**config.mk**
```make
export PLATFORM = sky130hd
export DESIGN_NAME = lsu_axi_master
export DESIGN_NICKNAME = d
export VERILOG_FILES = /design/src/rtl/lsu_bus_pkg.sv /design/src/rtl/lsu_load_align.sv /design/src/rtl/lsu_axi_master.sv
export SDC_FILE = /design/constraint.sdc
export NUM_CORES = 1
export LEC_CHECK = 0
export ABC_AREA = 1
export BUFFER_PORTS_ARGS = -buffer_cell sky130_fd_sc_hd__buf_4
export CAP_MARGIN = 20
export CORE_ASPECT_RATIO = 1.1
export CORE_MARGIN = 4
export CORE_UTILIZATION = 34
export CTS_BUF_LIST = sky130_fd_sc_hd__clkbuf_2 sky130_fd_sc_hd__clkbuf_4 sky130_fd_sc_hd__clkbuf_8
export DETAILED_ROUTE_END_ITERATION = 7
export GPL_ROUTABILITY_DRIVEN = 0
export HOLD_SLACK_MARGIN = 0.06
export SLEW_MARGIN = 40
export SYNTH_ARGS = -nofsm -noshare
export SYNTH_HDL_FRONTEND = slang
export SYNTH_SLANG_ARGS = --single-unit
```
**constraint.sdc**
```tcl
create_clock -name clock -period 2.39 [get_ports clock]
set_clock_uncertainty 0.2 [all_clocks]
set_input_delay 0.478 -clock clock [delete_from_list [all_inputs] [get_ports clock]]
set_output_delay 0.478 -clock clock [all_outputs]
set_load 0.005 [all_outputs]
```
**src/rtl/lsu_bus_pkg.sv**
```systemverilog
// Shared definitions for the LSU data-SRAM bus master.
// Holds the master FSM state encoding, access-size encodings, bus geometry
// constants and small helpers for alignment checks and store strobes.
package lsu_bus_pkg;

    localparam int unsigned BUS_DATA_W = 64;
    localparam int unsigned BUS_BYTES  = BUS_DATA_W / 8;
    localparam int unsigned OFF_W      = $clog2(BUS_BYTES);

    localparam logic [1:0] SZ_B = 2'd0;
    localparam logic [1:0] SZ_H = 2'd1;
    localparam logic [1:0] SZ_W = 2'd2;
    localparam logic [1:0] SZ_D = 2'd3;

    typedef enum logic [2:0] {
        IDLE   = 3'd0,
        AR     = 3'd1,
        R_WAIT = 3'd2,
        AW_W   = 3'd3,
        B_WAIT = 3'd4,
        RESP   = 3'd5
    } state_t;

    // Byte offset is not a multiple of the access size.
    function automatic logic misaligned(input logic [OFF_W-1:0] off, input logic [1:0] size);
        logic bad;
        case (size)
            SZ_B:    bad = 1'b0;
            SZ_H:    bad = off[0];
            SZ_W:    bad = |off[1:0];
            default: bad = |off;
        endcase
        return bad;
    endfunction

    // Lane-0 byte-enable mask for an access of the given size.
    function automatic logic [BUS_BYTES-1:0] strb_mask(input logic [1:0] size);
        logic [BUS_BYTES-1:0] m;
        case (size)
            SZ_B:    m = BUS_BYTES'(8'h01);
            SZ_H:    m = BUS_BYTES'(8'h03);
            SZ_W:    m = BUS_BYTES'(8'h0F);
            default: m = BUS_BYTES'(8'hFF);
        endcase
        return m;
    endfunction

endpackage

```
**src/rtl/lsu_load_align.sv**
```systemverilog
// Load data aligner: shifts the addressed byte lane down to bit 0, truncates
// to the access size and sign- or zero-extends to the full bus width.
// Ports: rdata (bus beat), off (byte offset in beat), size (SZ_*),
//        is_signed (sign-extend), result_c (combinational result).
module lsu_load_align
    import lsu_bus_pkg::*;
#(
    parameter int unsigned DATA_W = BUS_DATA_W
) (
    input  logic [DATA_W-1:0] rdata,
    input  logic [OFF_W-1:0]  off,
    input  logic [1:0]        size,
    input  logic              is_signed,
    output logic [DATA_W-1:0] result_c
);

    logic [DATA_W-1:0] lane;

    always_comb begin
        lane     = rdata >> {off, 3'b000};
        result_c = lane;
        case (size)
            SZ_B:    result_c = {{(DATA_W-8){is_signed & lane[7]}},   lane[7:0]};
            SZ_H:    result_c = {{(DATA_W-16){is_signed & lane[15]}}, lane[15:0]};
            SZ_W:    result_c = {{(DATA_W-32){is_signed & lane[31]}}, lane[31:0]};
            default: result_c = lane;
        endcase
    end

endmodule

```
**src/rtl/lsu_axi_master.sv**
```systemverilog
// LSU data-SRAM bus initiator. Accepts one load/store at a time from the
// pipeline, drives the AR/R or AW/W/B channels, aligns load data, builds
// store strobes and returns a one-cycle completion pulse.
// Ports: clock, rst_n (synchronous, active-low)
//        req_*  : pipeline request (valid/ready, wen, addr, size, signed, wdata)
//        resp_* : completion pulse, extended load data, error flag
//        ar*/r* : read address / read data channels
//        aw*/w*/b* : write address / write data / write response channels
// Optional: define LSU_TIMEOUT_EN to enable a TIMEOUT_CYCLES watchdog that
// aborts a stalled transaction with resp_err.
module lsu_axi_master
    import lsu_bus_pkg::*;
#(
    parameter int unsigned ADDR_W         = 32,
    parameter int unsigned DATA_W         = 64,
    parameter int unsigned TIMEOUT_CYCLES = 255
) (
    input  logic                clock,
    input  logic                rst_n,
    input  logic                req_valid,
    output logic                req_ready,
    input  logic                req_wen,
    input  logic [ADDR_W-1:0]   req_addr,
    input  logic [1:0]          req_size,
    input  logic                req_signed,
    input  logic [DATA_W-1:0]   req_wdata,
    output logic                resp_valid,
    output logic [DATA_W-1:0]   resp_rdata,
    output logic                resp_err,
    output logic [ADDR_W-1:0]   araddr,
    output logic                arvalid,
    input  logic                arready,
    input  logic [DATA_W-1:0]   rdata,
    input  logic                rresp,
    input  logic                rvalid,
    output logic                rready,
    output logic [ADDR_W-1:0]   awaddr,
    output logic                awvalid,
    input  logic                awready,
    output logic [DATA_W-1:0]   wdata,
    output logic [DATA_W/8-1:0] wstrb,
    output logic                wvalid,
    input  logic                wready,
    input  logic                bresp,
    input  logic                bvalid,
    output logic                bready
);

    if (DATA_W != BUS_DATA_W || TIMEOUT_CYCLES < 2) begin : g_param_check
        $error("lsu_axi_master: unsupported DATA_W or TIMEOUT_CYCLES");
    end

    state_t            state_q, state_d;
    logic [OFF_W-1:0]  off_q;
    logic [1:0]        size_q;
    logic              signed_q;
    logic              aw_done_q, aw_done_d;
    logic              w_done_q, w_done_d;
    logic              err_d;
    logic              timeout_c;
    logic [DATA_W-1:0] load_c;

    logic              arvalid_d, awvalid_d, wvalid_d, req_ready_d, resp_valid_d;
    logic [DATA_W-1:0] resp_rdata_d;

    logic [OFF_W-1:0]  req_off;
    logic [ADDR_W-1:0] req_base;
    logic              ar_hs, aw_hs, w_hs;
    logic              unused_ok;

    assign req_off   = req_addr[OFF_W-1:0];
    assign req_base  = {req_addr[ADDR_W-1:OFF_W], OFF_W'(0)};
    assign ar_hs     = arvalid & arready;
    assign aw_hs     = awvalid & awready;
    assign w_hs      = wvalid & wready;
    assign rready    = 1'b1;
    assign bready    = 1'b1;
    assign unused_ok = &{1'b0, rvalid, bvalid};

`ifdef LSU_TIMEOUT_EN
    localparam int unsigned CNT_W = $clog2(TIMEOUT_CYCLES + 1);
    logic [CNT_W-1:0] tmo_cnt_q;
    logic             busy_c;

    assign busy_c = state_q inside {AR, R_WAIT, AW_W, B_WAIT};

    // Cycle counter for the in-flight transaction; idle holds it at zero so it
    // always starts cleared on entry to AR or AW_W.
    always_ff @(posedge clock) begin
        if (!rst_n || state_q == IDLE) tmo_cnt_q <= '0;
        else if (busy_c)               tmo_cnt_q <= tmo_cnt_q + CNT_W'(1);
    end

    assign timeout_c = busy_c && (tmo_cnt_q == CNT_W'(TIMEOUT_CYCLES - 1));
`else
    assign timeout_c = 1'b0;
`endif

    lsu_load_align #(.DATA_W(DATA_W)) u_align (
        .rdata     (rdata),
        .off       (off_q),
        .size      (size_q),
        .is_signed (signed_q),
        .result_c  (load_c)
    );

    // State register.
    always_ff @(posedge clock) begin
        if (!rst_n) state_q <= IDLE;
        else        state_q <= state_d;
    end

    // Next-state logic and write-channel handshake tracking.
    always_comb begin
        state_d   = state_q;
        err_d     = 1'b0;
        aw_done_d = aw_done_q;
        w_done_d  = w_done_q;
        case (state_q)
            IDLE: begin
                aw_done_d = 1'b0;
                w_done_d  = 1'b0;
                if (req_valid) begin
                    if (misaligned(req_off, req_size)) begin
                        state_d = RESP;
                        err_d   = 1'b1;
                    end else if (req_wen) begin
                        state_d = AW_W;
                    end else begin
                        state_d = AR;
                    end
                end
            end
            AR:     if (ar_hs) state_d = R_WAIT;
            R_WAIT: if (rresp) state_d = RESP;
            AW_W: begin
                aw_done_d = aw_done_q | aw_hs;
                w_done_d  = w_done_q | w_hs;
                if (aw_done_d && w_done_d) state_d = B_WAIT;
            end
            B_WAIT: if (bresp) state_d = RESP;
            RESP:   state_d = IDLE;
            default: state_d = IDLE;
        endcase
        // A completing response in the same cycle wins over the watchdog.
        if (timeout_c && state_d != RESP) begin
            state_d = RESP;
            err_d   = 1'b1;
        end
    end

    // Next values of the registered handshake and response outputs.
    always_comb begin
        arvalid_d    = (state_d == AR);
        awvalid_d    = (state_d == AW_W) && !aw_done_d;
        wvalid_d     = (state_d == AW_W) && !w_done_d;
        req_ready_d  = (state_d == IDLE);
        resp_valid_d = (state_d == RESP);
        resp_rdata_d = resp_rdata;
        if (state_q == R_WAIT && rresp)               resp_rdata_d = load_c;
        else if (state_d == RESP && state_q != RESP)  resp_rdata_d = '0;
    end

    // Output and request-latch registers.
    always_ff @(posedge clock) begin
        if (!rst_n) begin
            arvalid    <= 1'b0;
            awvalid    <= 1'b0;
            wvalid     <= 1'b0;
            req_ready  <= 1'b1;
            resp_valid <= 1'b0;
            resp_err   <= 1'b0;
            resp_rdata <= '0;
            araddr     <= '0;
            awaddr     <= '0;
            wdata      <= '0;
            wstrb      <= '0;
            aw_done_q  <= 1'b0;
            w_done_q   <= 1'b0;
            off_q      <= '0;
            size_q     <= SZ_B;
            signed_q   <= 1'b0;
        end else begin
            arvalid    <= arvalid_d;
            awvalid    <= awvalid_d;
            wvalid     <= wvalid_d;
            req_ready  <= req_ready_d;
            resp_valid <= resp_valid_d;
            resp_err   <= err_d;
            resp_rdata <= resp_rdata_d;
            aw_done_q  <= aw_done_d;
            w_done_q   <= w_done_d;
            if (state_q == IDLE && req_valid) begin
                off_q    <= req_off;
                size_q   <= req_size;
                signed_q <= req_signed;
                if (state_d == AR) araddr <= req_base;
                if (state_d == AW_W) begin
                    awaddr <= req_base;
                    wdata  <= req_wdata << {req_off, 3'b000};
                    wstrb  <= strb_mask(req_size) << req_off;
                end
            end
        end
    end

endmodule

```
### Yosys cells after proc, flatten, opt, wreduce, memory -nomap -nowiden

Index checks and enable logic that the tools add are counted.

* bits in read-only memories: 0
* word-level logic and storage cells: 79
* input bits: 174
* register bits: 211
* output and inout bits: 208
* memories kept: 0
* memory bits (writable): 0
* bits in latches: 0

* mux-type cells: 21
* add/subtract/negate cells: 0
* reduce and logical (&&, ||, !) cells: 18
* shift operators: 3
* div/mod/pow operators: 0
* multipliers: 0
* bitwise logic cells: 8
* equality and inequality tests: 12
* magnitude comparators: 0

Operators with widths (number)
* 64-bit case mux with 3 select lines: 1
* 64-bit 2-to-1 mux: 2
* 64-bit by 6-bit left shift with 64-bit output: 1
* 64-bit by 6-bit right shift with 64-bit output: 1
* 8-bit 2-to-1 mux: 3
* 8-bit case mux with 3 select lines: 1
* 3-bit 2-to-1 mux: 6
* 3-bit case mux with 5 select lines: 1
* 3-bit by 2-bit == test with 1-bit output, second input constant: 3
* 8-bit by 3-bit left shift with 8-bit output: 1
* 1-bit bitwise AND: 6
* 3-bit by 1-bit == test with 1-bit output, second input constant: 2
* 3-bit == test, second input constant: 2
* 1-bit logical AND: 6
* 3-bit zero test: 2
* 2-bit by 1-bit == test with 1-bit output, second input constant: 2
* 2-bit == test, second input constant: 2
* 2-bit zero test: 2
* 1-bit case mux with 2 select lines: 2
* 2-bit AND reduction: 2
* 1-bit 2-to-1 mux: 3
* 3-bit != test, second input constant: 1
* 1-bit case mux with 3 select lines: 1
* 3-bit AND reduction: 1
* 6 further kinds: 8

### Depth between registers and ports, before layout

Gate-level depths: netlist (run 1).

* depth in word-level cells: 12
* depth in mapped cells: 14
* depth with buffers taken out: 11

### Hierarchy

From an unflattened synthesis (run 1), not the netlist that was laid out.

* cells, all modules: 1831
* area total of the unflattened synthesis: 11733.8 µm²

By module, submodules not included
* lsu_axi_master: cells each 1338, times used 1, sequential area each 4224.1 µm², area each 9385.3 µm²
* lsu_load_align: cells each 493, times used 1, sequential area each 0.0 µm², area each 2348.5 µm²

### Worst setup path after synthesis (run 1)

No wires, ideal clock.

* kind: input to register
* start: input req_addr[1]
* end: register araddr[21]
* setup time: 64 ps
* data arrival time: 1747 ps
* path buffers: 3
* required time: 2126 ps
* stages on the path: 14
* path slack: 379 ps
* cell sequence: buf_2 nor2_4 nand2_2 nand2_1 nand2_2 nand2_2 inv_2 nor2_4 nand3_2 nor2_2 buf_6 buf_6 nor2_1 nor2_1

* cells in the longest elaborated chain, start to end: 9
* elaborated cells between the ends (all ways): 10
* classes of those cells: 1 x eq/ne; 6 x mux; 3 x reduce/logical

Ends and longest elaborated chain
* from (decl): line lsu_axi_master.sv:23 `input logic [ADDR_W-1:0] req_addr,`
* 3-bit OR reduction or 2-bit OR reduction (tied branches): line lsu_bus_pkg.sv:31, lsu_bus_pkg.sv:30
* 1-bit case mux with 3 select lines *: line lsu_bus_pkg.sv:27 `case (size)`
* 1-bit 2-to-1 mux *: line lsu_axi_master.sv:123 `if (req_valid) begin`
* 1-bit 2-to-1 mux *: line lsu_axi_master.sv:119 `case (state_q)`
* 3-bit 2-to-1 mux *: line lsu_axi_master.sv:124 `if (misaligned(req_off, req_size)) begin`
* 3-bit 2-to-1 mux *: line lsu_axi_master.sv:123
* 3-bit case mux with 5 select lines *: line lsu_axi_master.sv:119
* 3-bit by 1-bit == test with 1-bit output *: line lsu_axi_master.sv:197 `if (state_d == AR) araddr <= req_base;`
* 2-bit AND reduction (no source line) *
* to (signal assigned): line lsu_axi_master.sv:197
* to (decl): line lsu_axi_master.sv:30 `output logic [ADDR_W-1:0] araddr,`

Every way passes the cells marked *; elsewhere a longest branch is shown, timed or not. The select of a mux whose other input is x is not followed.
A chain may end at the register's enable or synchronous reset.

### Final worst setup path (run 1)

* start: input req_size[1]
* end: register awaddr[11]

* cells in the longest elaborated chain, start to end: 9
* elaborated cells between the ends (all ways): 11
* classes of those cells: 3 x eq/ne; 6 x mux; 2 x reduce/logical

Ends and longest elaborated chain
* from (decl): line lsu_axi_master.sv:24 `input logic [1:0] req_size,`
* 2-bit == test, or another cell as far along: line lsu_bus_pkg.sv:27
* 1-bit case mux with 3 select lines *: line lsu_bus_pkg.sv:27
* 1-bit 2-to-1 mux *: line lsu_axi_master.sv:123
* 1-bit 2-to-1 mux *: line lsu_axi_master.sv:119
* 3-bit 2-to-1 mux *: line lsu_axi_master.sv:124
* 3-bit 2-to-1 mux *: line lsu_axi_master.sv:123
* 3-bit case mux with 5 select lines *: line lsu_axi_master.sv:119
* 3-bit by 2-bit == test with 1-bit output *: line lsu_axi_master.sv:198 `if (state_d == AW_W) begin`
* 2-bit AND reduction (no source line) *
* to (signal assigned): line lsu_axi_master.sv:199 `awaddr <= req_base;`
* to (decl): line lsu_axi_master.sv:37 `output logic [ADDR_W-1:0] awaddr,`

Marks and branches as above.

==> results of run 1 <==
-- per-stage QoR --
| stage | power (mW) | hold WS, ns |
|---|---|---|
| 4_1_cts | 11.3 | 0.0609 |
| 2_1_floorplan | 5.85 | 0.256 |
| 6_report | 11.1 | 0.109 |
| 3_5_place_dp | 7.28 | 0.257 |
| 5_1_grt | 11.8 | 0.0920 |
| 3_3_place_gp | 7.26 | 0.253 |
-- routing by layer --
metal	global-route usage, %	wire length, um
met5	0	0
met4	10.3	2030
met3	6.44	4130
met2	42.4	22500
met1	27.5	17800
-- worst max-delay path: stages --
cell	delay (ns)
dlygate4sd3_1	0.57
buf_4	0.17
inv_1	0.08
nand2_1	0.09
nand3_2	0.10
nand2_2	0.09
nor2_4	0.16
buf_12	0.20
buf_12	0.21
o21ai_0	0.11
a21oi_1	0.17
-- state kept, by name (all words and copies together), names as in the netlist, 2 cells and up --
signal	count
off_q	3
resp_rdata	64
wdata	64
state_q	3
araddr	29
awaddr	29
wstrb	8
size_q	2
-- cells by family (layout without fill, tap and decap cells) --
logic type,after synthesis,in the layout,share of synthesized area [%]
compound gates,453,453,21.9
buf+inv,243,630,9.34
flops,211,211,37.4
mux,2,2,0.177
other cells,2,10,0.0664
simple gates,854,854,31.2
-- power breakdown --
part | internal, mW | total (mW) | switching, mW | leakage (nW)
registers | 3.78 | 3.93 | 0.155 | 1.71
clock network | 2.30 | 3.87 | 1.57 | 0.468
logic | 1.32 | 3.34 | 2.03 | 5.31
-- timing repair --
action                                  4_1_cts  5_1_grt
hold endpoints to repair                     61        0
hold buffers                                 39        0
endpoints found under the setup margin        0        0
-- layout make-up --
type                       count  share of cell area, %
sequential                   211                   26.6
tap                          426                   3.35
timing repair buffer         469                   24.1
clock buffer                  66                   5.24
antenna                        2                 0.0315
inverter                      91                   2.16
multi-input combinational   1317                   38.2
clock inverter                 4                  0.339
-- Yosys cell counts (all sizes together) (9+ instances only) --
library cell and instances:
a211oi 9, a21oi 192, a31oi 15, buf 74, clkbuf 78, dfxtp 211, inv 88, nand2 540
nand3 111, nand4 40, nor2 148, nor3 9, o211a 14, o211ai 17, o21ai 179, o22ai 17
-- worst paths after layout --
check / endpoint
setup / recovery: awaddr[11]$_SDFFE_PN0P_
hold / removal: signed_q$_SDFFE_PN0P_
setup reg to reg: resp_rdata[50]$_SDFFE_PN0P_
hold reg to reg: resp_rdata[4]$_SDFFE_PN0P_
==> flow_metrics.tcl, run 1 <==
set metrics [dict create \
    rows 69 \
    fin_nets 2303 \
    cts_tree "built" \
    timing.rr.start "off_q[0]$_SDFFE_PN0P_" \
    firstDrtPassIters 5 \
    pre_cts_ws_ns 0.162 \
    grt_overflow 0 \
    io_pins 382 \
    synthCells 1765 \
    grt_max_degree 103 \
    ant_nets 0 \
    p_per_area_nw_per_um2 702 \
    clock_path_buffers 3 \
    worstMarginPinSlew_ns 0.627 \
    cp_data_arrival_time_ns 2.45 \
    cap_violations 0 \
    yosysWarnings 0 \
    start_kind "input pin" \
    hold_viol 0 \
    critPathCaptureType "flop" \
    die_y_um 199 \
    fin_crit_ns 2.19 \
    cp_max_fo 41 \
    outcome "finished, final reports clean" \
    finalSetupViolations 0 \
    cts_root_buf "clkbuf_8" \
    final_common_cell "nand2_1" \
    clock_latency_ns 0.53 \
    period_share_pct 91.8 \
    cts-resized-gates 0 \
    syn_avg_cell_area_um2 6.41 \
    crit_required_ns 2.64 \
    synth.largest_area_cell "dfxtp_1" \
    fin_tns_setup_ns 0 \
    rsz0062_at_grt "no" \
    hold_class "input pin to flop" \
    yosysTopAreaCellShare_pct 37.4 \
    place_hpwl_mm 34.2 \
    cts.htree.levels 2 \
    antenna_found_initial 2 \
    regArea_um2 4230 \
    p_leak_nw 7.49 \
    rrSetupSlack_ns 0.30 \
    ir_drop_mv 0.442 \
    hp-start "req_signed" \
    setup_slack_ns 0.196 \
    synth_edf_count 0 \
    whs_path_depth 3 \
    multi_input_area_um2 6060 \
    cts_sinks 211 \
    track_usage_pct 24.1 \
    slew_viol_final 0 \
    wl_per_cell_um 18.0 \
    clkTransAtPathRegs_ns 0.06 \
    seq_area_frac_synth_pct 37.4 \
    synth_seq_cells 211 \
    fp.dieW_um 182 \
    cts_setup_buffers 0 \
    via_per_inst 5.20 \
    routed_wl_mm 46.5 \
    synthToLayoutAreaGrowth_pct 40.5 \
    first_iter_violations 1025 \
    design_area_um2 15900 \
    grt_pass1_wl_mm 70.4 \
    die_area_um2 36200 \
    synth_ff_type "dfxtp_1" \
    fp.coreArea_um2 32500 \
    final_cell_mix "535 x nand2_1, 413 x buf_4, 210 x dfxtp_1" \
    post-place-cells 2475 \
    fin_cells 2586 \
    max_freq_mhz 456 \
    cp-startpoint "req_size[1]" \
    drc 0 \
    vias 13400 \
    io_buffers 371 \
    ys_top_cells_by_area "dfxtp_1 37%, nand2_1 18%, a21oi_1 8.5%, o21ai_0 7.9%, nor2_1 4.7%" \
    reg2regPathDepth 13 \
    initial_core_util_pct 34.7 \
    utilization_pct 48.8 \
    setup.worst_path.class "input pin to flop" \
    grt_pass1_vias 12900 \
    synth_area_um2 11300 \
    fill_cells 3360 \
    async_flop_share_pct 0 \
    maxSlewHeadroom_pct 57.7 \
    drive_gt1_share_pct 24.6 \
    numCtsBuffers 39 \
    placed_area_um2 14600 \
    synth.distinct_cells 33 \
]
Note: power is estimated with default switching activity, not from simulation.
==> run 2: changes to the inputs <==
--- a/config.mk
+++ b/config.mk
@@ -15,6 +15,7 @@
 export DETAILED_ROUTE_END_ITERATION = 7
 export GPL_ROUTABILITY_DRIVEN = 0
 export HOLD_SLACK_MARGIN = 0.06
+export RECOVER_POWER = 100
 export SLEW_MARGIN = 40
 export SYNTH_ARGS = -nofsm -noshare
 export SYNTH_HDL_FRONTEND = slang
==> run 2 against run 1 <==
Against the previous run: die area is the same; first-iteration DRC count fell by 10%; via count hardly changed; cell area shrank 2.0%; register-to-register slack got worse by 0.05 ns; clock-buffer cell count is the same; sequential cell count unchanged; clock power is essentially flat; global-route usage unchanged; critical path depth shrank 6; wire length down 0.49%; critical endpoint is now resp_err$_SDFF_PN0_; largest power group unchanged.
==> flow_metrics.tcl, run 2 (synthesis results as in run 1) <==
set metrics [dict create \
    outcome "finished, final reports clean" \
    setup.worst_path.class "input pin to flop" \
    die_area_um2 36200 \
    fin_tns_setup_ns 0 \
    netSwitchingPower_mw 3.74 \
    die_y_um 199 \
    drive_gt1_share_pct 20.6 \
    critPathSlowestCell "inv_1" \
    vias 13400 \
    slowest_delay_ns 0.72 \
    grt_overflow 0 \
    met3_length_mm 4.15 \
    synthToLayoutAreaGrowth_pct 37.6 \
    clkTransAtPathRegs_ns 0.06 \
    post-place-cells 2475 \
    p_per_area_nw_per_um2 709 \
    rrSetupSlack_ns 0.25 \
    final_cell_mix "536 x nand2_1, 210 x dfxtp_1, 210 x buf_4" \
    io_buffers 371 \
    cts_tree "built" \
    start_kind "input pin" \
    firstDrtPassIters 6 \
    worstMarginPinSlew_ns 0.962 \
    via_per_inst 5.20 \
    initial_core_util_pct 34.7 \
    comb_power_share_pct 29.3 \
    cp_max_fo 18 \
    largest_registers "resp_rdata (64), wdata (64)" \
    final_common_cell "nand2_1" \
    max_freq_mhz 444 \
    placed_area_um2 14600 \
    first_iter_violations 922 \
    p_int_mw 7.30 \
    clock_path_buffers 3 \
    multi_input_area_um2 6060 \
    slew_viol_final 0 \
    path_cells "dlygate4sd3_1 -> buf_2 -> inv_1 -> clkbuf_2 -> nor2_1" \
    fin_nets 2303 \
    wl_met1_mm 17.6 \
    cts_sinks 211 \
    numCtsBuffers 39 \
    routed_wl_mm 46.2 \
    cap_violations 0 \
    design_area_um2 15600 \
    whs_path_depth 3 \
    ir_drop_mv 0.441 \
    grt_pass1_vias 12900 \
    fp.coreArea_um2 32500 \
    p_leak_nw 7.08 \
    hp-start "req_signed" \
    seqPwrFrac_pct 35.5 \
    cp_data_arrival_time_ns 2.46 \
    route.met2.wl_mm 22.4 \
    cts.htree.levels 2 \
    place_hpwl_mm 34.2 \
    clock_latency_ns 0.53 \
    wl_per_cell_um 17.9 \
    grt_max_degree 103 \
    switching_share_pct 33.9 \
    period_share_pct 94.2 \
    routed.top_layer "met4" \
    reg2regPathDepth 9 \
    r2r_end "wdata[7]$_SDFFE_PN0P_" \
    critPathCaptureType "flop" \
    finalSetupViolations 0 \
    fp.dieW_um 182 \
    rsz0062_at_grt "no" \
    hold_viol 0 \
    clockPowerShare_pct 35.1 \
    ant_nets 0 \
    antenna_found_initial 2 \
    fin_crit_ns 2.25 \
    timing.rr.start "state_q[1]$_SDFF_PN0_" \
    cts_setup_buffers 0 \
    regArea_um2 4230 \
    drc 0 \
    fill_cells 3458 \
    track_usage_pct 24.1 \
    min_to "signed_q$_SDFFE_PN0P_" \
    rows 69 \
    fin_cells 2586 \
    maxSlewHeadroom_pct 35.8 \
    hold_class "input pin to flop" \
    crit_required_ns 2.60 \
    io_pins 382 \
    grt_pass1_wl_mm 70.4 \
    power_mw 11.0 \
    cts_root_buf "clkbuf_8" \
]
[run 2: cell count changes in the layout (fill, tap and decap cells not counted), sizes merged]
| cell | previous run | this run |
|---|---|---|
| buf | 430 | 229 |
| clkinv | 5 | 4 |
| clkbuf | 66 | 267 |
| inv | 88 | 89 |
[run 2: metrics by stage]
step                setup WS [ns]  util [%]  hold slack [ns]
floorplan                   0.379         -            0.256
global placement            0.206      44.9            0.253
CTS                         0.224      48.8           0.0609
finish                      0.138      47.8            0.109
global route               0.0230      47.8           0.0920
detailed placement          0.162      44.9            0.257
[run 2: worst max-delay path: cells and delay by family]
family | cells | cell delay, ns
buf+inv | 4 | 1.88
simple gates | 1 | 0.10
[run 2: final cells by class]
class                      count  share of cell area (%)
antenna                        2                  0.0322
clock buffer                  66                    5.35
clock inverter                 4                   0.346
inverter                      91                    2.19
multi-input combinational   1317                    38.9
sequential                   211                    27.2
tap                          426                    3.42
timing repair buffer         469                    22.6
[run 2: worst max path at each step]
| stage | from | to | depth (start not counted) |
|---|---|---|---|
| final | rst_n | resp_err$_SDFF_PN0_ | 5 |
| after global routing | req_size[1] | araddr[7]$_SDFFE_PN0P_ | 14 |
| after CTS | req_size[1] | wdata[45]$_SDFFE_PN0P_ | 11 |
| after detailed placement | req_addr[0] | araddr[29]$_SDFFE_PN0P_ | 13 |
| after global placement | req_addr[0] | araddr[10]$_SDFFE_PN0P_ | 13 |
| after floorplan | req_addr[1] | araddr[21]$_SDFFE_PN0P_ | 14 |
[run 2: power by group through the flow]
stage	registers (mW)	clock network, mW	logic [mW]
finish	3.92	3.88	3.24
global route	3.95	4.15	3.58
global placement	4.00	0	3.27
CTS	3.93	3.99	3.34
detailed placement	4.00	0	3.28
floorplan	3.99	0	1.86
[run 2: per-layer routing]
layer	GRT usage [%]	vias to the layer above
met5	0	-
li1	-	6577
met2	42.4	598
met3	6.44	126
met4	10.3	0
met1	27.5	6139
[run 2: timing repair]
item                      4_1_cts  5_1_grt
hold endpoints to repair       61        0
gates resized for setup         0        0
hold buffers                   39        0
